File: config.mk
export PLATFORM = sky130hd
export DESIGN_NAME = player_tower_collision
export DESIGN_NICKNAME = d
export VERILOG_FILES = /design/src/rtl/collision_pkg.sv /design/src/rtl/frame_overlap_counter.sv /design/src/rtl/player_tower_collision.sv
export SDC_FILE = /design/constraint.sdc
export NUM_CORES = 1
export LEC_CHECK = 0
export ABC_AREA = 1
export ABC_CLOCK_PERIOD_IN_PS = 1800
export BUFFER_PORTS_ARGS = -buffer_cell sky130_fd_sc_hd__buf_2
export CAP_MARGIN = 20
export CORE_MARGIN = 10
export CORE_UTILIZATION = 31
export DETAILED_ROUTE_END_ITERATION = 12
export PLACE_DENSITY_LB_ADDON = 0.1
export SLEW_MARGIN = 20
export SYNTH_ARGS = -nofsm -noshare
export SYNTH_HDL_FRONTEND = slang
export SYNTH_SLANG_ARGS = --single-unit
File: constraint.sdc
create_clock -name clk -period 1.8 [get_ports clk]
set_input_delay 0.27 -clock clk [delete_from_list [all_inputs] [get_ports clk]]
set_output_delay 0.27 -clock clk [all_outputs]
set_load 0.03 [all_outputs]
File: src/rtl/collision_pkg.sv
// Shared types and widths for the player/tower collision block.
package collision_pkg;

    typedef enum logic [1:0] {
        ALIVE     = 2'd0,
        COOLDOWN  = 2'd1,
        GAME_OVER = 2'd2
    } collision_state_t;

    localparam int LIVES_W     = 4;
    localparam int HIT_CNT_W   = 8;
    localparam int TIMER_W     = 10;
    localparam int OVL_CNT_W   = 8;
    localparam int HIT_CNT_MAX = 255;

    // Saturating increment for the hit counter.
    function automatic logic [HIT_CNT_W-1:0] hit_cnt_inc(input logic [HIT_CNT_W-1:0] v);
        if (v == HIT_CNT_W'(HIT_CNT_MAX)) begin
            return v;
        end
        return v + 1'b1;
    endfunction

endpackage

File: src/rtl/frame_overlap_counter.sv
// Per-frame player/tower coincidence counter.
// Counts overlapping pixels, saturating at the hit threshold, and emits a
// one-cycle frameHit pulse in the cycle after startOfFrame when the frame
// that just ended reached the threshold. An overlap coinciding with
// startOfFrame belongs to the new frame. restart clears everything.
module frame_overlap_counter
    import collision_pkg::*;
#(
    parameter int MIN_OVERLAP_PIXELS = 4
)
(
    input  logic clk,
    input  logic resetN,
    input  logic startOfFrame,
    input  logic playerDrawingRequest,
    input  logic towerDrawingRequest,
    input  logic restart,
    output logic frameHit
);

    localparam logic [OVL_CNT_W-1:0] MIN_CNT = OVL_CNT_W'(MIN_OVERLAP_PIXELS);
    localparam logic [OVL_CNT_W-1:0] ONE_CNT = OVL_CNT_W'(1);

    logic [OVL_CNT_W-1:0] ovl_cnt;
    logic                 overlap;

    assign overlap = playerDrawingRequest && towerDrawingRequest;

    // Counter and frame-boundary evaluation; restart wins over startOfFrame.
    always_ff @(posedge clk or negedge resetN) begin
        if (!resetN) begin
            ovl_cnt  <= '0;
            frameHit <= 1'b0;
        end else if (restart) begin
            ovl_cnt  <= '0;
            frameHit <= 1'b0;
        end else if (startOfFrame) begin
            frameHit <= (ovl_cnt >= MIN_CNT);
            ovl_cnt  <= overlap ? ONE_CNT : '0;
        end else begin
            frameHit <= 1'b0;
            if (overlap && (ovl_cnt < MIN_CNT)) begin
                ovl_cnt <= ovl_cnt + 1'b1;
            end
        end
    end

endmodule

File: src/rtl/player_tower_collision.sv
// Player/tower collision, lives and invulnerability controller.
// Optional build macro: COLLISION_BLINK_EN (blink playerVisible during cooldown).
//
// state     | meaning
// ----------+-----------------------------------------------------------
// ALIVE     | hits from the previous frame are evaluated after each SOF
// COOLDOWN  | invulnerable; frame timer counts down on unpaused SOFs
// GAME_OVER | no lives left; waits for restart
module player_tower_collision
    import collision_pkg::*;
#(
    parameter int LIVES_INIT         = 3,
    parameter int MIN_OVERLAP_PIXELS = 4,
    parameter int INVULN_FRAMES      = 60,
    parameter int BLINK_PERIOD       = 8
)
(
    input  logic                 clk,
    input  logic                 resetN,
    input  logic                 startOfFrame,
    input  logic                 playerDrawingRequest,
    input  logic                 towerDrawingRequest,
    input  logic                 pause,
    input  logic                 restart,
    output logic                 collision,
    output logic [LIVES_W-1:0]   livesLeft,
    output logic [HIT_CNT_W-1:0] hitCount,
    output logic                 invulnerable,
    output logic                 gameOver,
    output logic                 playerVisible
);

    localparam logic [LIVES_W-1:0] LIVES_LOAD  = LIVES_W'(LIVES_INIT);
    localparam logic [TIMER_W-1:0] TIMER_LOAD  = TIMER_W'(INVULN_FRAMES);
    localparam logic [TIMER_W-1:0] TIMER_ONE   = TIMER_W'(1);
    localparam logic [LIVES_W-1:0] LIVES_ONE   = LIVES_W'(1);

    collision_state_t     state, state_nxt;
    logic [LIVES_W-1:0]   lives, lives_nxt;
    logic [HIT_CNT_W-1:0] hit_cnt, hit_cnt_nxt;
    logic [TIMER_W-1:0]   timer, timer_nxt;
    logic                 frame_hit;

    frame_overlap_counter #(
        .MIN_OVERLAP_PIXELS (MIN_OVERLAP_PIXELS)
    ) u_frame_overlap_counter (
        .clk                  (clk),
        .resetN               (resetN),
        .startOfFrame         (startOfFrame),
        .playerDrawingRequest (playerDrawingRequest),
        .towerDrawingRequest  (towerDrawingRequest),
        .restart              (restart),
        .frameHit             (frame_hit)
    );

    // State, lives, hit count and cooldown timer registers.
    always_ff @(posedge clk or negedge resetN) begin
        if (!resetN) begin
            state   <= ALIVE;
            lives   <= LIVES_LOAD;
            hit_cnt <= '0;
            timer   <= '0;
        end else begin
            state   <= state_nxt;
            lives   <= lives_nxt;
            hit_cnt <= hit_cnt_nxt;
            timer   <= timer_nxt;
        end
    end

    // Next-state and hit pulse; restart overrides any evaluation this cycle.
    always_comb begin
        state_nxt   = state;
        lives_nxt   = lives;
        hit_cnt_nxt = hit_cnt;
        timer_nxt   = timer;
        collision   = 1'b0;
        if (restart) begin
            state_nxt   = ALIVE;
            lives_nxt   = LIVES_LOAD;
            hit_cnt_nxt = '0;
            timer_nxt   = '0;
        end else begin
            case (state)
                ALIVE: begin
                    if (frame_hit && !pause) begin
                        collision   = 1'b1;
                        lives_nxt   = lives - 1'b1;
                        hit_cnt_nxt = hit_cnt_inc(hit_cnt);
                        if (lives <= LIVES_ONE) begin
                            lives_nxt = '0;
                            state_nxt = GAME_OVER;
                            timer_nxt = '0;
                        end else begin
                            state_nxt = COOLDOWN;
                            timer_nxt = TIMER_LOAD;
                        end
                    end
                end
                COOLDOWN: begin
                    // The frame in which the timer expires is already ALIVE,
                    // so its predecessor's overlap is evaluated normally.
                    if (startOfFrame && !pause) begin
                        if (timer <= TIMER_ONE) begin
                            timer_nxt = '0;
                            state_nxt = ALIVE;
                        end else begin
                            timer_nxt = timer - 1'b1;
                        end
                    end
                end
                GAME_OVER: begin
                    state_nxt = GAME_OVER;
                end
                default: begin
                    state_nxt = ALIVE;
                end
            endcase
        end
    end

    assign livesLeft    = lives;
    assign hitCount     = hit_cnt;
    assign invulnerable = (state == COOLDOWN);
    assign gameOver     = (state == GAME_OVER);

`ifdef COLLISION_BLINK_EN
    localparam int BLINK_W = (BLINK_PERIOD > 1) ? $clog2(BLINK_PERIOD) : 1;
    localparam logic [BLINK_W-1:0] BLINK_LAST = BLINK_W'(BLINK_PERIOD - 1);

    logic [BLINK_W-1:0] blink_cnt;
    logic               blink_vis;

    // Blink phase: starts hidden on cooldown entry, toggles every BLINK_PERIOD unpaused frames.
    always_ff @(posedge clk or negedge resetN) begin
        if (!resetN) begin
            blink_cnt <= '0;
            blink_vis <= 1'b1;
        end else if (restart) begin
            blink_cnt <= '0;
            blink_vis <= 1'b1;
        end else if ((state == ALIVE) && (state_nxt == COOLDOWN)) begin
            blink_cnt <= '0;
            blink_vis <= 1'b0;
        end else if ((state == COOLDOWN) && startOfFrame && !pause) begin
            if (blink_cnt >= BLINK_LAST) begin
                blink_cnt <= '0;
                blink_vis <= ~blink_vis;
            end else begin
                blink_cnt <= blink_cnt + 1'b1;
            end
        end
    end

    assign playerVisible = (state == COOLDOWN) ? blink_vis : 1'b1;
`else
    // Blink disabled: sprite always visible. BLINK_PERIOD only folds into a constant.
    localparam bit BLINK_PERIOD_SET = (BLINK_PERIOD > 0);
    assign playerVisible = BLINK_PERIOD_SET | 1'b1;
`endif

endmodule

Word level (Yosys, flattened, before mapping)
Cells that the tools add are included.
{"block": "totals", "ff_bits": 33, "in_bits": 7, "output_inout_bits": 16}
{"block": "op_classes", "n_reduce_logical": 14, "add_sub_neg": 4, "order_cmp": 4, "n_eq_ne": 7, "mux": 33}
{"operator": "$mux 8", "n": 7}
{"operator": "$mux 10", "n": 4}
{"operator": "$pmux 10 s2", "n": 1}
{"operator": "$add 8x1->8 const B", "n": 2}
{"operator": "$mux 4", "n": 4}
{"operator": "$le 10x1->1 const B", "n": 1}
{"operator": "$mux 1", "n": 10}
{"operator": "$mux 2", "n": 5}
{"operator": "$sub 10x1->10 const B", "n": 1}
{"operator": "$reduce_and 3->1", "n": 3}
{"operator": "$eq 8x8->1 const B", "n": 1}
{"operator": "$ge 8x3->1 const B", "n": 1}
{"operator": "$lt 8x3->1 const B", "n": 1}
{"operator": "$mux 6", "n": 1}
{"operator": "$ne 3x2->1 const B", "n": 2}
{"operator": "$ne 3x3->1 const B", "n": 2}
{"operator": "$pmux 2 s3", "n": 1}
{"operator": "$reduce_bool 3->1", "n": 2}
{"operator": "$le 4x1->1 const B", "n": 1}
{"operator": "$logic_and 1x1->1", "n": 4}
{"operator": "$reduce_bool 2->1", "n": 2}
{"operator": "$sub 4x1->4 const B", "n": 1}
{"operator": "$eq 2x1->1 const B", "n": 1}
{"operator": "$eq 2x2->1 const B", "n": 1}
{"operator": "3 further kinds", "n": 3}

Longest topological paths before layout
Gate-level depths: netlist (run 1).
{"block": "logic_depth", "ltp_word": 9, "depth_mapped": 10, "mapped_depth_nobuf": 10}

Cells and area by module
Synthesis (run 1) repeated with hierarchy kept, for this count alone.
{"block": "hier_totals", "hier_cells": 269, "area_unflattened_um2": 2035.7}
{"module": "player_tower_collision", "seq_area_each_um2": 603.1, "cells_each": 216, "instances": 1, "area_per_inst_um2": 1562.7}
{"module": "frame_overlap_counter", "seq_area_each_um2": 225.2, "cells_each": 53, "instances": 1, "area_per_inst_um2": 473.0}

Worst setup path after synthesis (run 1)
OpenSTA, ideal clock, no wires.
{"block": "synth_path", "path_type": "register to register", "from": "register lives[0] (netlist: livesLeft[0])", "to": "register timer[5]", "synth_period_minus_slack_ns": 1.604, "path_slack_ns": 0.196, "path_stages_with_launch": 9, "arrival_time_ns": 1.478, "n_path_buf": 0, "cell_sequence": "dfstp_2 -> ha_1 -> nor2_1 -> nor3_1 -> nand2_1 -> nand3_1 -> inv_1 -> nand2_1 -> o21ai_0"}
{"block": "synth_via", "elab_chain_cells": 5}
{"element": "start, declared", "line": "player_tower_collision.sv:39", "source": "logic [LIVES_W-1:0] lives, lives_nxt;"}
{"element": "start signal, assigned", "line": "player_tower_collision.sv:65", "source": "lives <= lives_nxt;"}
{"element": "$le 4x1->1", "line": "player_tower_collision.sv:90", "source": "if (lives <= LIVES_ONE) begin"}
{"element": "$mux 6", "line": "player_tower_collision.sv:90"}
{"element": "$mux 10", "line": "player_tower_collision.sv:86", "source": "if (frame_hit && !pause) begin"}
{"element": "$pmux 10 s2", "line": "player_tower_collision.sv:84", "source": "case (state)"}
{"element": "$mux 10", "line": "player_tower_collision.sv:78", "source": "if (restart) begin"}
{"element": "end signal, assigned", "line": "player_tower_collision.sv:67", "source": "timer <= timer_nxt;"}
{"element": "end, declared", "line": "player_tower_collision.sv:41", "source": "logic [TIMER_W-1:0] timer, timer_nxt;"}
Every way passes these cells. The select of a mux whose other input is x is not followed.
A chain may end at the register's enable or synchronous reset.

Worst setup path after layout (run 1)
{"block": "layout_path", "from": "register state[1]", "to": "output collision"}
{"block": "layout_via", "elab_chain_cells": 3}
{"element": "start, declared", "line": "player_tower_collision.sv:38", "source": "collision_state_t state, state_nxt;"}
{"element": "start signal, assigned", "line": "player_tower_collision.sv:64", "source": "state <= state_nxt;"}
{"element": "$logic_not 2->1", "line": "player_tower_collision.sv:84"}
{"element": "$mux 1", "line": "player_tower_collision.sv:84"}
{"element": "$mux 1", "line": "player_tower_collision.sv:78"}
{"element": "end, declared", "line": "player_tower_collision.sv:25", "source": "output logic collision,"}
Every way passes these cells.

==> results of run 1 <==
cell usage after synthesis (all sizes together):
cell / instances / area, um2
o21bai: 1 / 7.51
xor2: 6 / 52.6
a21o: 1 / 7.51
o31ai: 1 / 7.51
nand3: 26 / 135
dfstp: 2 / 52.6
nor2: 40 / 165
dfrtp: 31 / 776
or2: 1 / 6.26
inv: 44 / 165
buf: 3 / 23.8
nor3: 5 / 25.0
o21ai: 15 / 75.1
conb: 1 / 3.75
o22ai: 3 / 18.8
nand2: 61 / 244
a31oi: 1 / 6.26
xnor2: 1 / 8.76
o211ai: 1 / 7.51
a21oi: 6 / 30.0
nand4: 5 / 31.3
ha: 7 / 87.6
per-stage QoR:
stage	setup slack, ns	std cells	hold slack [ns]
2_1_floorplan	0.196	262	-0.0256
3_3_place_gp	0.260	364	0.236
3_5_place_dp	0.245	364	0.232
4_1_cts	0.0513	373	0.298
5_1_grt	0.0105	373	0.334
6_report	0.124	373	0.298
logic make-up (layout without fill, tap and decap cells):
family	count (synthesis)	in the layout	share of synthesized area [%]
compound gates	29	29	8.27
xor+xnor	7	7	3.17
fa+ha+maj	7	7	4.52
buf+inv	47	83	9.75
flops	33	33	42.8
other cells	1	1	0.194
simple gates	138	138	31.3
power groups by stage:
stage,Combinational [uW],Clock [uW],Sequential (uW)
3_5_place_dp,180,0,785
5_1_grt,207,595,773
3_3_place_gp,181,0,785
2_1_floorplan,115,0,781
4_1_cts,183,573,771
6_report,179,549,770
worst max-delay path: stages (launching register included):
cell and delay, ns:
sky130_fd_sc_hd__dfrtp_1 0.44, sky130_fd_sc_hd__nor2_1 0.17, sky130_fd_sc_hd__nand3_2 0.15, sky130_fd_sc_hd__nor2_2 0.14, sky130_fd_sc_hd__buf_2 0.22
state kept, by name (all words and copies together) (netlist names):
| register | cells |
|---|---|
| livesLeft | 4 |
| timer | 10 |
| u_frame_overlap_counter.ovl_cnt | 8 |
| state | 2 |
| hitCount | 8 |
| u_frame_overlap_counter.frameHit | 1 |
per-layer routing:
metal | track usage, % | share of wire, % | up-vias
met5 | 0 | 0 | -
li1 | - | - | 892
met1 | 11.5 | 47 | 771
met2 | 15.2 | 46 | 21
met4 | 3.53 | 1.1 | 0
met3 | 3.56 | 5.4 | 5
worst max path at each step:
| stage | from | end | slack [ns] | cells past startpoint |
|---|---|---|---|---|
| after floorplan | livesLeft[0] | timer[5] | 0.20 | 8 |
| after global placement | livesLeft[0] | livesLeft[2] | 0.26 | 7 |
| after detailed placement | hitCount[0] | hitCount[6] | 0.24 | 7 |
| after CTS | state[1] | collision | 0.05 | 4 |
| after global routing | state[0] | collision | 0.01 | 4 |
| final | state[1] | collision | 0.12 | 4 |
area by class of cell:
class                   instances  area, um2
flip-flops and latches         33        828
clock buffers                   6       72.6
multi-input cells             182        925
well taps                      75       93.8
repair buffers                 31        195
clock inverters                 2       10.0
inverters                      44        165
fillers                       666       3700
timing repair:
action                                 CTS  global route
endpoints found under the hold margin   15             0
resized for setup                        0             1
setup endpoints to repair                0             1
hold buffers                             1             0
==> insert_results.sql, run 1 <==
INSERT INTO impl_metrics (metric_group, metric, value, unit) VALUES
('sta', 'final_min_period_over_clock_period', '93.1', '%'),
('worst_setup_path', 'internal_reg_to_reg_setup_slack', '0.21', 'ns'),
('clocking', 'cts.repair_timing.setup_buffer_count', '0', ''),
('die', 'chipHeight', '99.0', 'um'),
('grt', 'grt_start_max_net_pins', '19', ''),
('die', 'io_pins', '23', ''),
('sta', 'grt_setup_unrepaired', 'false', ''),
('finish', 'syn2layout_area_growth', '18.2', '%'),
('sta', 'drv_slew', '0', ''),
('die', 'die-area', '0.00981', 'mm2'),
('worst_setup_path', 'cp_max_fo', '4', ''),
('logic_synthesis', 'ys_seq_area_share', '42.8', '%'),
('route', 'routed_wl', '4520', 'um'),
('worst_setup_path', 'worstReg2RegStart', 'hitCount[0]', ''),
('logic_synthesis', 'syn-num-nets', '276', ''),
('place', 'finalWeightedCongestion', '0.835', ''),
('sta', 'tns', '0', 'ns'),
('finish', 'layout_commonest_cell', 'sky130_fd_sc_hd__nand2_1', ''),
('sta', 'worst_clk_skew', '0.00979', 'ns'),
('worst_setup_path', 'crit_path_end_kind', 'output port', ''),
('logic_synthesis', 'synth_area', '0.00194', 'mm2'),
('power_and_ir_drop', 'power_frac_comb', '11.9', '%'),
('place', 'number_of_i_o_port_buffers', '21', ''),
('finish', 'num_antenna_cells', '0', ''),
('power_and_ir_drop', 'fraction_of_power_consumed_by_sequential_logic', '51.4', '%'),
('sta', 'hold_viol_final', '0', ''),
('status', 'result_of_the_run', 'finished, final reports clean', ''),
('grt', 'grt_antenna_before_repair', '0', ''),
('power_and_ir_drop', 'leakagePower', '0.00119', 'uW'),
('worst_setup_path', 'critPathRequiredTime', '1.53', 'ns'),
('worst_setup_path', 'worst-r2r-cell-count', '7', ''),
('run', 'timing.max_cap.violations', '0', ''),
('power_and_ir_drop', 'power.switching', '414', 'uW'),
('die', 'initial_core_util', '32.3', '%'),
('place', 'final_hpwl_from_detailed_placement', '3540', 'um'),
('sta', 'report.final.setup_viol', '0', ''),
('die', 'fp.dieW', '99.0', 'um'),
('logic_synthesis', 'ys_seq_elements', '33', ''),
('route', 'avgRoutedWirePerCell', '12.1', 'um'),
('route', 'final_antenna_net_count', '0', ''),
('grt', 'vias_in_the_first_global_route', '1742', ''),
('grt', 'gr-total-overflow', '0', ''),
('clocking', 'cts_num_sinks', '33', ''),
('logic_synthesis', 'avgSynthCellArea', '7.39', 'um2'),
('clocking', 'worstSkewPairLatency', '0.28', 'ns'),
('route', 'drt_drc_violations_left', '0', ''),
('place', 'dpl-instance-area', '0.00219', 'mm2'),
('worst_setup_path', 'worst_setup_path_start_kind', 'register', ''),
('finish', 'fin_util', '38.2', '%'),
('worst_hold_path', 'min_path_cells', '4', ''),
('route', 'initialDrtViolationCount', '57', ''),
('worst_setup_path', 'critical_path_class', 'register to output port', ''),
('route', 'routed_via_count_divided_by_cell_count', '4.53', ''),
('finish', 'finalInstanceArea', '0.00229', 'mm2'),
('power_and_ir_drop', 'powerDensity', '654', 'mW/mm2'),
('sta', 'period_needed', '1.68', 'ns'),
('die', 'num_rows', '28', ''),
('clocking', 'cts-root-buf', 'sky130_fd_sc_hd__clkbuf_8', ''),
('worst_hold_path', 'hold_path.startpoint', 'startOfFrame', ''),
('power_and_ir_drop', 'totalPowerFinal', '1500', 'uW'),
('route', 'dr_pass1_iterations', '4', ''),
('grt', 'grt.total_usage', '9.57', '%'),
('grt', 'grt_first_pass_wirelength', '7890', 'um'),
('power_and_ir_drop', 'switching_share', '27.6', '%'),
('finish', 'final_cell_mix', 'sky130_fd_sc_hd__nand2_1 (59), sky130_fd_sc_hd__inv_1 (41), sky130_fd_sc_hd__nor2_1 (36), sky130_fd_sc_hd__dfrtp_1 (31), sky130_fd_sc_hd__nand3_1 (24)', ''),
('logic_synthesis', 'yosys_synthesis_warning_count', '0', ''),
('power_and_ir_drop', 'internal_power', '1080', 'uW'),
('die', 'core-area', '0.00599', 'mm2'),
('route', 'num_vias', '1689', ''),
('clocking', 'cts.clk_slew.worst_paths', '0.07', 'ns'),
('clocking', 'cts_tree', 'done', '');
(Power assumes the default switching activity.)
==> run 2: changes to the inputs <==
--- a/config.mk
+++ b/config.mk
@@ -12,7 +12,7 @@
 export CORE_MARGIN = 10
 export CORE_UTILIZATION = 31
 export DETAILED_ROUTE_END_ITERATION = 12
-export PLACE_DENSITY_LB_ADDON = 0.1
+export PLACE_DENSITY = 0.44
 export SLEW_MARGIN = 20
 export SYNTH_ARGS = -nofsm -noshare
 export SYNTH_HDL_FRONTEND = slang
==> run 2 against run 1 <==
Net effect: first-iteration DRC count rose by 35%; non-clock buffer count fell by 5; via count rose by 0.41%; utilization barely moved; sequential share of layout area barely moved; final cell count fell by 1.3%; global-route usage rose by 0.15 points; critical path depth did not move; clock power rose by 33%; register-to-register slack got worse by 0.03 ns; critical path type unchanged; total power rose by 11%; critical endpoint unchanged.
==> insert_results.sql, run 2 (same netlist as run 1, synthesis figures left out) <==
INSERT INTO impl_metrics (metric_group, metric, value, unit) VALUES
('status', 'result_of_the_run', 'finished, final reports clean', ''),
('worst_setup_path', 'worstPathCellList', 'nor2_2, nand3_2, nor2_2, clkbuf_4', ''),
('clocking', 'htree_levels', '2', ''),
('finish', 'final_layout_size_suffix_gt1_share', '17.7', '%'),
('finish', 'top_register', 'timer', ''),
('worst_setup_path', 'worst_setup_path_start_kind', 'register', ''),
('sta', 'grt_setup_unrepaired', 'false', ''),
('clocking', 'cts.clk_slew.worst_paths', '0.07', 'ns'),
('worst_setup_path', 'cp_max_fo', '5', ''),
('clocking', 'cts-buffers-inserted', '5', ''),
('place', 'final_hpwl_from_detailed_placement', '3420', 'um'),
('route', 'drt_drc_violations_left', '0', ''),
('worst_setup_path', 'crit_start', 'state[0]', ''),
('grt', 'grt_start_max_net_pins', '34', ''),
('route', 'initialDrtViolationCount', '77', ''),
('run', 'timing.max_cap.violations', '0', ''),
('clocking', 'cts-root-buf', 'sky130_fd_sc_hd__clkbuf_8', ''),
('finish', 'finalInstanceArea', '0.00229', 'mm2'),
('sta', 'tns', '0', 'ns'),
('sta', 'timing.final.ws_setup', '0.173', 'ns'),
('route', 'final_antenna_net_count', '0', ''),
('grt', 'grt_first_pass_wirelength', '7930', 'um'),
('grt', 'grt.total_usage', '9.72', '%'),
('worst_setup_path', 'critical-path-top-cell-by-count', 'sky130_fd_sc_hd__nor2_2', ''),
('finish', 'layout.cells.non_filler', '368', ''),
('clocking', 'cts_num_sinks', '33', ''),
('worst_setup_path', 'timing.critical_path.to', 'collision', ''),
('worst_setup_path', 'worst-r2r-cell-count', '9', ''),
('grt', 'vias_in_the_first_global_route', '1661', ''),
('route', 'num_vias', '1696', ''),
('die', 'initial_core_util', '32.3', '%'),
('sta', 'report.final.setup_viol', '0', ''),
('die', 'core-area', '0.00599', 'mm2'),
('die', 'die-area', '0.00981', 'mm2'),
('clocking', 'worstSkewPairLatency', '0.29', 'ns'),
('die', 'chipHeight', '99.0', 'um'),
('die', 'num_rows', '28', ''),
('clocking', 'clock_tree.buffer_depth', '2', ''),
('sta', 'hold_viol_final', '0', ''),
('worst_setup_path', 'internal_reg_to_reg_setup_slack', '0.18', 'ns'),
('route', 'dr_pass1_iterations', '4', ''),
('clocking', 'cts-hold-fix-buffers', '0', ''),
('grt', 'gr-total-overflow', '0', ''),
('die', 'io_pins', '23', ''),
('power_and_ir_drop', 'peakVddDrop', '0.349', 'mV'),
('worst_hold_path', 'hold_path_class', 'input port to asynchronous set/reset pin', ''),
('finish', 'num_antenna_cells', '0', ''),
('power_and_ir_drop', 'powerDensity', '729', 'mW/mm2'),
('power_and_ir_drop', 'leakagePower', '0.00118', 'uW'),
('sta', 'drv_slew', '0', ''),
('sta', 'timing.fmax', '615', 'MHz'),
('finish', 'syn2layout_area_growth', '18.3', '%'),
('worst_setup_path', 'critical_path_class', 'register to output port', ''),
('sta', 'final_min_period_over_clock_period', '90.4', '%'),
('finish', 'fin_nets', '306', ''),
('finish', 'largest_reg_flops', '10', ''),
('worst_setup_path', 'crit_arrival', '1.36', 'ns'),
('route', 'routed_wl', '4570', 'um'),
('place', 'number_of_i_o_port_buffers', '21', ''),
('worst_setup_path', 'worstReg2RegStart', 'timer[0]', ''),
('sta', 'worst_clk_skew', '0.00651', 'ns'),
('route', 'avgRoutedWirePerCell', '12.4', 'um'),
('die', 'fp.dieW', '99.0', 'um'),
('place', 'finalWeightedCongestion', '0.822', ''),
('clocking', 'cts.repair_timing.setup_buffer_count', '0', ''),
('worst_setup_path', 'critical_path_slowest_stage_cell', 'sky130_fd_sc_hd__dfrtp_1', ''),
('route', 'routed_via_count_divided_by_cell_count', '4.61', ''),
('sta', 'period_needed', '1.63', 'ns'),
('worst_setup_path', 'crit_path_end_kind', 'output port', ''),
('worst_setup_path', 'worstReg2RegEnd', 'timer[7]', ''),
('worst_setup_path', 'critPathMaxStageDelay', '0.43', 'ns'),
('finish', 'n_fill_cell', '651', ''),
('grt', 'grt_antenna_before_repair', '0', ''),
('worst_setup_path', 'critPathRequiredTime', '1.53', 'ns'),
('clocking', 'cts_tree', 'done', ''),
('place', 'detailedPlace.worstSlack', '0.0274', 'ns'),
('finish', 'final_cell_mix', 'sky130_fd_sc_hd__nand2_1 (59), sky130_fd_sc_hd__inv_1 (41), sky130_fd_sc_hd__nor2_1 (34), sky130_fd_sc_hd__dfrtp_1 (31), sky130_fd_sc_hd__nand3_1 (23)', ''),
('place', 'dpl-instance-area', '0.00215', 'mm2'),
('place', 'placedCellCount', '360', ''),
('finish', 'layout_commonest_cell', 'sky130_fd_sc_hd__nand2_1', '');
[run 2: cell count changes in the layout (fill, tap and decap cells not counted), moves of 2 or more]
cell and delta:
sky130_fd_sc_hd__nor2_1 -2, sky130_fd_sc_hd__clkinv_2 -2, sky130_fd_sc_hd__nor2_2 +2, sky130_fd_sc_hd__buf_4 -3
[run 2: stage by stage]
stage               hold slack, ns  total power, uW  util, %
floorplan                  -0.0256              897        -
global placement             0.343              957     35.9
detailed placement           0.347              956     35.9
CTS                         0.0330             1700     37.8
global route                0.0568             1750     38.2
finish                      0.0159             1670     38.2
[run 2: repair_timing]
action,CTS,global route
gates resized for setup,0,7
endpoints found under the setup margin,0,11
hold endpoints to repair,0,0
[run 2: report_power, final]
part           internal, uW  switching, uW
logic                  51.5            119
clock network           451            278
registers               756           14.1
[run 2: metal layers]
layer	share of wire [%]	global-route usage (%)	up-vias
met3	3.9	2.72	4
met2	46	14.8	18
li1	-	-	880
met1	49	12.8	794
met4	0.92	3.31	0
met5	0	0	-
[run 2: how the worst min path moves through the flow]
| stage | depth (start not counted) | to | slack, ns |
|---|---|---|---|
| 6_report | 2 | timer[4] | 0.02 |
| 5_1_grt | 2 | u_frame_overlap_counter.ovl_cnt[3] | 0.06 |
| 4_1_cts | 2 | u_frame_overlap_counter.ovl_cnt[3] | 0.03 |
| 3_5_place_dp | 2 | timer[4] | 0.35 |
| 3_3_place_gp | 2 | timer[4] | 0.34 |
| 2_1_floorplan | 0 | hitCount[0] | -0.03 |
[run 2: final cells by class]
| type | count | area [um2] | area share [%] |
|---|---|---|---|
| Multi-Input combinational cell | 182 | 942 | 41.1 |
| Sequential cell | 33 | 828 | 36.2 |
| Inverter | 44 | 165 | 7.21 |
| Timing Repair Buffer | 26 | 145 | 6.34 |
| Tap cell | 75 | 93.8 | 4.10 |
| Clock buffer | 7 | 86.3 | 3.77 |
| Clock inverter | 1 | 30.0 | 1.31 |
[run 2: worst max-delay path: cells and delay by family (launching register included)]
family                 cells  cell delay [ns]
and+or+nand+nor            3             0.44
DFF                        1             0.43
buffers and inverters      1             0.20
==> run 3: changes to the inputs <==
--- a/config.mk
+++ b/config.mk
@@ -5,7 +5,6 @@
 export SDC_FILE = /design/constraint.sdc
 export NUM_CORES = 1
 export LEC_CHECK = 0
-export ABC_AREA = 1
 export ABC_CLOCK_PERIOD_IN_PS = 1800
 export BUFFER_PORTS_ARGS = -buffer_cell sky130_fd_sc_hd__buf_2
 export CAP_MARGIN = 20
==> run 3 against run 2 <==
Net effect: via count increased by 2.4%; clock-buffer cell count did not move; wire length grew 11%; critical endpoint is now timer[3]; combinational power down 48%; non-clock buffer count increased by 29; sequential power shrank 3.5%; fmax is 9.3% lower; largest power group unchanged.
==> insert_results.sql, run 3 <==
INSERT INTO impl_metrics (metric_group, metric, value, unit) VALUES
('status', 'result_of_the_run', 'finished, final reports clean', ''),
('clocking', 'cts_tree', 'done', ''),
('clocking', 'worstSkewPairLatency', '0.28', 'ns'),
('worst_setup_path', 'crit_arrival', '1.97', 'ns'),
('grt', 'vias_in_the_first_global_route', '1710', ''),
('power_and_ir_drop', 'leakagePower', '0.00116', 'uW'),
('finish', 'regArea', '828', 'um2'),
('finish', 'num_antenna_cells', '0', ''),
('die', 'die-area', '0.00959', 'mm2'),
('worst_setup_path', 'worst_setup_path_start_kind', 'register', ''),
('sta', 'drv_slew', '0', ''),
('worst_setup_path', 'critPathRequiredTime', '1.98', 'ns'),
('logic_synthesis', 'synth-edff-count', '0', ''),
('finish', 'layout_commonest_cell', 'sky130_fd_sc_hd__dfrtp_1', ''),
('logic_synthesis', 'combinational_family_with_the_most_area_after_synthesis', 'compound AO/OA/AOI/OAI gates', ''),
('logic_synthesis', 'avgSynthCellArea', '9.50', 'um2'),
('sta', 'hold_viol_final', '0', ''),
('route', 'initialDrtViolationCount', '97', ''),
('finish', 'largest_reg_flops', '10', ''),
('run', 'timing.max_cap.violations', '0', ''),
('logic_synthesis', 'synthAdderAreaFrac', '4.65', '%'),
('sta', 'timing.fmax', '558', 'MHz'),
('logic_synthesis', 'ys_seq_area_share', '44.0', '%'),
('worst_setup_path', 'cp_max_fo', '4', ''),
('worst_setup_path', 'worstReg2RegStart', 'livesLeft[1]', ''),
('logic_synthesis', 'post_synth_main_area_contributors', 'sky130_fd_sc_hd__dfrtp_1 (41%), sky130_fd_sc_hd__ha_1 (4.7%), sky130_fd_sc_hd__a21oi_1 (4.3%)', ''),
('die', 'fp.dieW', '97.9', 'um'),
('sta', 'worst_clk_skew', '0.00724', 'ns'),
('logic_synthesis', 'synth_cell_type_count', '50', ''),
('clocking', 'cts-buffers-inserted', '5', ''),
('finish', 'syn2layout_area_growth', '36.5', '%'),
('logic_synthesis', 'yosys_synthesis_warning_count', '0', ''),
('die', 'core-area', '0.00592', 'mm2'),
('logic_synthesis', 'ys_seq_elements', '33', ''),
('worst_setup_path', 'crit_path_end_kind', 'register', ''),
('worst_setup_path', 'crit_start', 'livesLeft[1]', ''),
('worst_setup_path', 'critical_path_class', 'register to register', ''),
('grt', 'gr-total-overflow', '0', ''),
('finish', 'final_cell_mix', 'sky130_fd_sc_hd__dfrtp_1 (31), sky130_fd_sc_hd__buf_4 (30), sky130_fd_sc_hd__buf_2 (21), sky130_fd_sc_hd__inv_1 (15), sky130_fd_sc_hd__nor2_1 (14)', ''),
('finish', 'fin_util', '43.4', '%'),
('logic_synthesis', 'yosysTopAreaCellShare', '41.2', '%'),
('clocking', 'cts_num_sinks', '33', ''),
('logic_synthesis', 'synth_xor_xnor_area_share', '0', '%'),
('die', 'num_rows', '28', ''),
('route', 'drt_drc_violations_left', '0', ''),
('place', 'number_of_i_o_port_buffers', '21', ''),
('logic_synthesis', 'synthSimpleGateAreaFrac', '21.4', '%'),
('grt', 'grt_start_max_net_pins', '23', ''),
('die', 'chipHeight', '97.9', 'um'),
('grt', 'grt_first_pass_wirelength', '8230', 'um'),
('logic_synthesis', 'synth_mux_area_share', '2.19', '%'),
('power_and_ir_drop', 'peakVddDrop', '0.286', 'mV'),
('route', 'routed_via_count_divided_by_cell_count', '5.26', ''),
('logic_synthesis', 'synthFlopType', 'sky130_fd_sc_hd__dfrtp_1', ''),
('worst_hold_path', 'hold_path_class', 'input port to register', ''),
('die', 'io_pins', '23', ''),
('sta', 'final_min_period_over_clock_period', '99.6', '%'),
('power_and_ir_drop', 'powerDensity', '605', 'mW/mm2'),
('logic_synthesis', 'netlist_instances', '198', ''),
('grt', 'grt.total_usage', '10.3', '%'),
('grt', 'grt_antenna_before_repair', '0', ''),
('worst_hold_path', 'hold_path.startpoint', 'startOfFrame', ''),
('clocking', 'clock_tree.buffer_depth', '2', ''),
('route', 'final_antenna_net_count', '0', ''),
('sta', 'grt_setup_unrepaired', 'true', ''),
('die', 'initial_core_util', '31.8', '%'),
('finish', 'n_fill_cell', '585', ''),
('finish', 'fin_nets', '268', ''),
('finish', 'final_layout_size_suffix_gt1_share', '35.3', '%'),
('sta', 'report.final.setup_viol', '0', ''),
('clocking', 'cts-root-buf', 'sky130_fd_sc_hd__clkbuf_8', ''),
('finish', 'multi_input_area', '0.00108', 'mm2'),
('route', 'routed_wl', '5090', 'um'),
('logic_synthesis', 'synth_compound_area_share', '22.4', '%'),
('clocking', 'cts.clk_slew.worst_paths', '0.07', 'ns'),
('place', 'final_hpwl_from_detailed_placement', '3800', 'um'),
('logic_synthesis', 'syn-num-nets', '212', ''),
('logic_synthesis', 'top_count_cell_post_synth', 'sky130_fd_sc_hd__dfrtp_1', ''),
('place', 'finalWeightedCongestion', '0.859', ''),
('route', 'dr_pass1_iterations', '4', ''),
('logic_synthesis', 'synth_async_sr_flop_share', '100', '%'),
('logic_synthesis', 'yosys-top-cells-count', 'sky130_fd_sc_hd__dfrtp_1 (31), sky130_fd_sc_hd__inv_1 (17), sky130_fd_sc_hd__a21oi_1 (16)', ''),
('finish', 'top_register', 'timer', ''),
('logic_synthesis', 'synth_area', '0.00188', 'mm2'),
('sta', 'period_needed', '1.79', 'ns'),
('route', 'avgRoutedWirePerCell', '15.4', 'um'),
('power_and_ir_drop', 'totalPowerFinal', '1550', 'uW'),
('clocking', 'htree_levels', '2', ''),
('route', 'num_vias', '1736', ''),
('logic_synthesis', 'synth.largest_area_cell', 'sky130_fd_sc_hd__dfrtp_1', '');
-- run 3: changes by cell type after synthesis, sizes merged, moves of 6 or more --
cell	before	now
nand3	26	7
nand2	61	9
nor2	40	14
inv	44	17
a21oi	6	16
and2	0	6
or3	0	6
xor2	6	0
-- run 3: what timing repair did --
item                                    CTS  global route
setup buffers                             5             3
endpoints found under the setup margin    6            14
hold buffers                              1             0
pin swaps                                 3             8
hold endpoints to repair                 11             0
resized for setup                         9            16
-- run 3: final timing paths --
check / slack, ns / depth (start not counted) / to
worst max-delay path: 0.006 / 6 / timer[3]
worst min-delay path: 0.23 / 2 / u_frame_overlap_counter.ovl_cnt[1]
worst max register to register: 0.006 / 6 / timer[3]
worst min register to register: 0.50 / 1 / u_frame_overlap_counter.ovl_cnt[4]
max in group asynchronous: 0.89 / 3 / livesLeft[0]
min in group asynchronous: 0.42 / 2 / timer[5]
-- run 3: cells by family after synthesis --
family,count (synthesis)
compound gates,58
fa+ha+maj,7
buf+inv,23
flops,33
mux,4
other cells,1
simple gates,72
-- run 3: metrics by stage --
stage / hold slack, ns / instance area [um2] / instances / setup WS (ns) / TNS, ns
after CTS: 0.223 / 2480 / 328 / -0.00221 / -0.00221
after floorplan: -0.0256 / 1900 / 198 / -0.0332 / -0.0332
after global routing: 0.240 / 2570 / 330 / -0.101 / -0.449
after detailed placement: 0.186 / 2280 / 314 / -0.0691 / -0.132
after global placement: 0.180 / 2280 / 314 / -0.0447 / -0.0788
final: 0.234 / 2570 / 330 / 0.00632 / 0
-- run 3: area by class of cell --
cell class	count	share of cell area [%]
repair buffers	55	14.9
flip-flops and latches	33	32.2
clock inverters	1	1.17
inverters	17	2.58
multi-input cells	142	42.1
well taps	75	3.65
clock buffers	7	3.36
-- run 3: layer usage --
layer	part of all wire [%]	up-vias	GRT usage, %
met3	2.9	8	2.18
li1	-	848	-
met5	0	-	0
met1	43	853	11.6
met4	1.6	0	4.47
met2	52	27	18.3
-- run 3: power breakdown --
part	internal (uW)	switching, uW	leakage (uW)	total, uW
Clock	451	270	0.0000585	721
Combinational	32.6	55.8	0.000646	88.4
Sequential	743	1.16	0.000454	744
Total	1230	327	0.00116	1550
-- run 3: critical path: stages, from the launching register on --
cell,delay [ns]
sky130_fd_sc_hd__dfstp_2,0.56
sky130_fd_sc_hd__inv_4,0.05
sky130_fd_sc_hd__ha_4,0.16
sky130_fd_sc_hd__or2_4,0.28
sky130_fd_sc_hd__a311oi_2,0.37
sky130_fd_sc_hd__a21oi_1,0.15
sky130_fd_sc_hd__o32ai_1,0.12
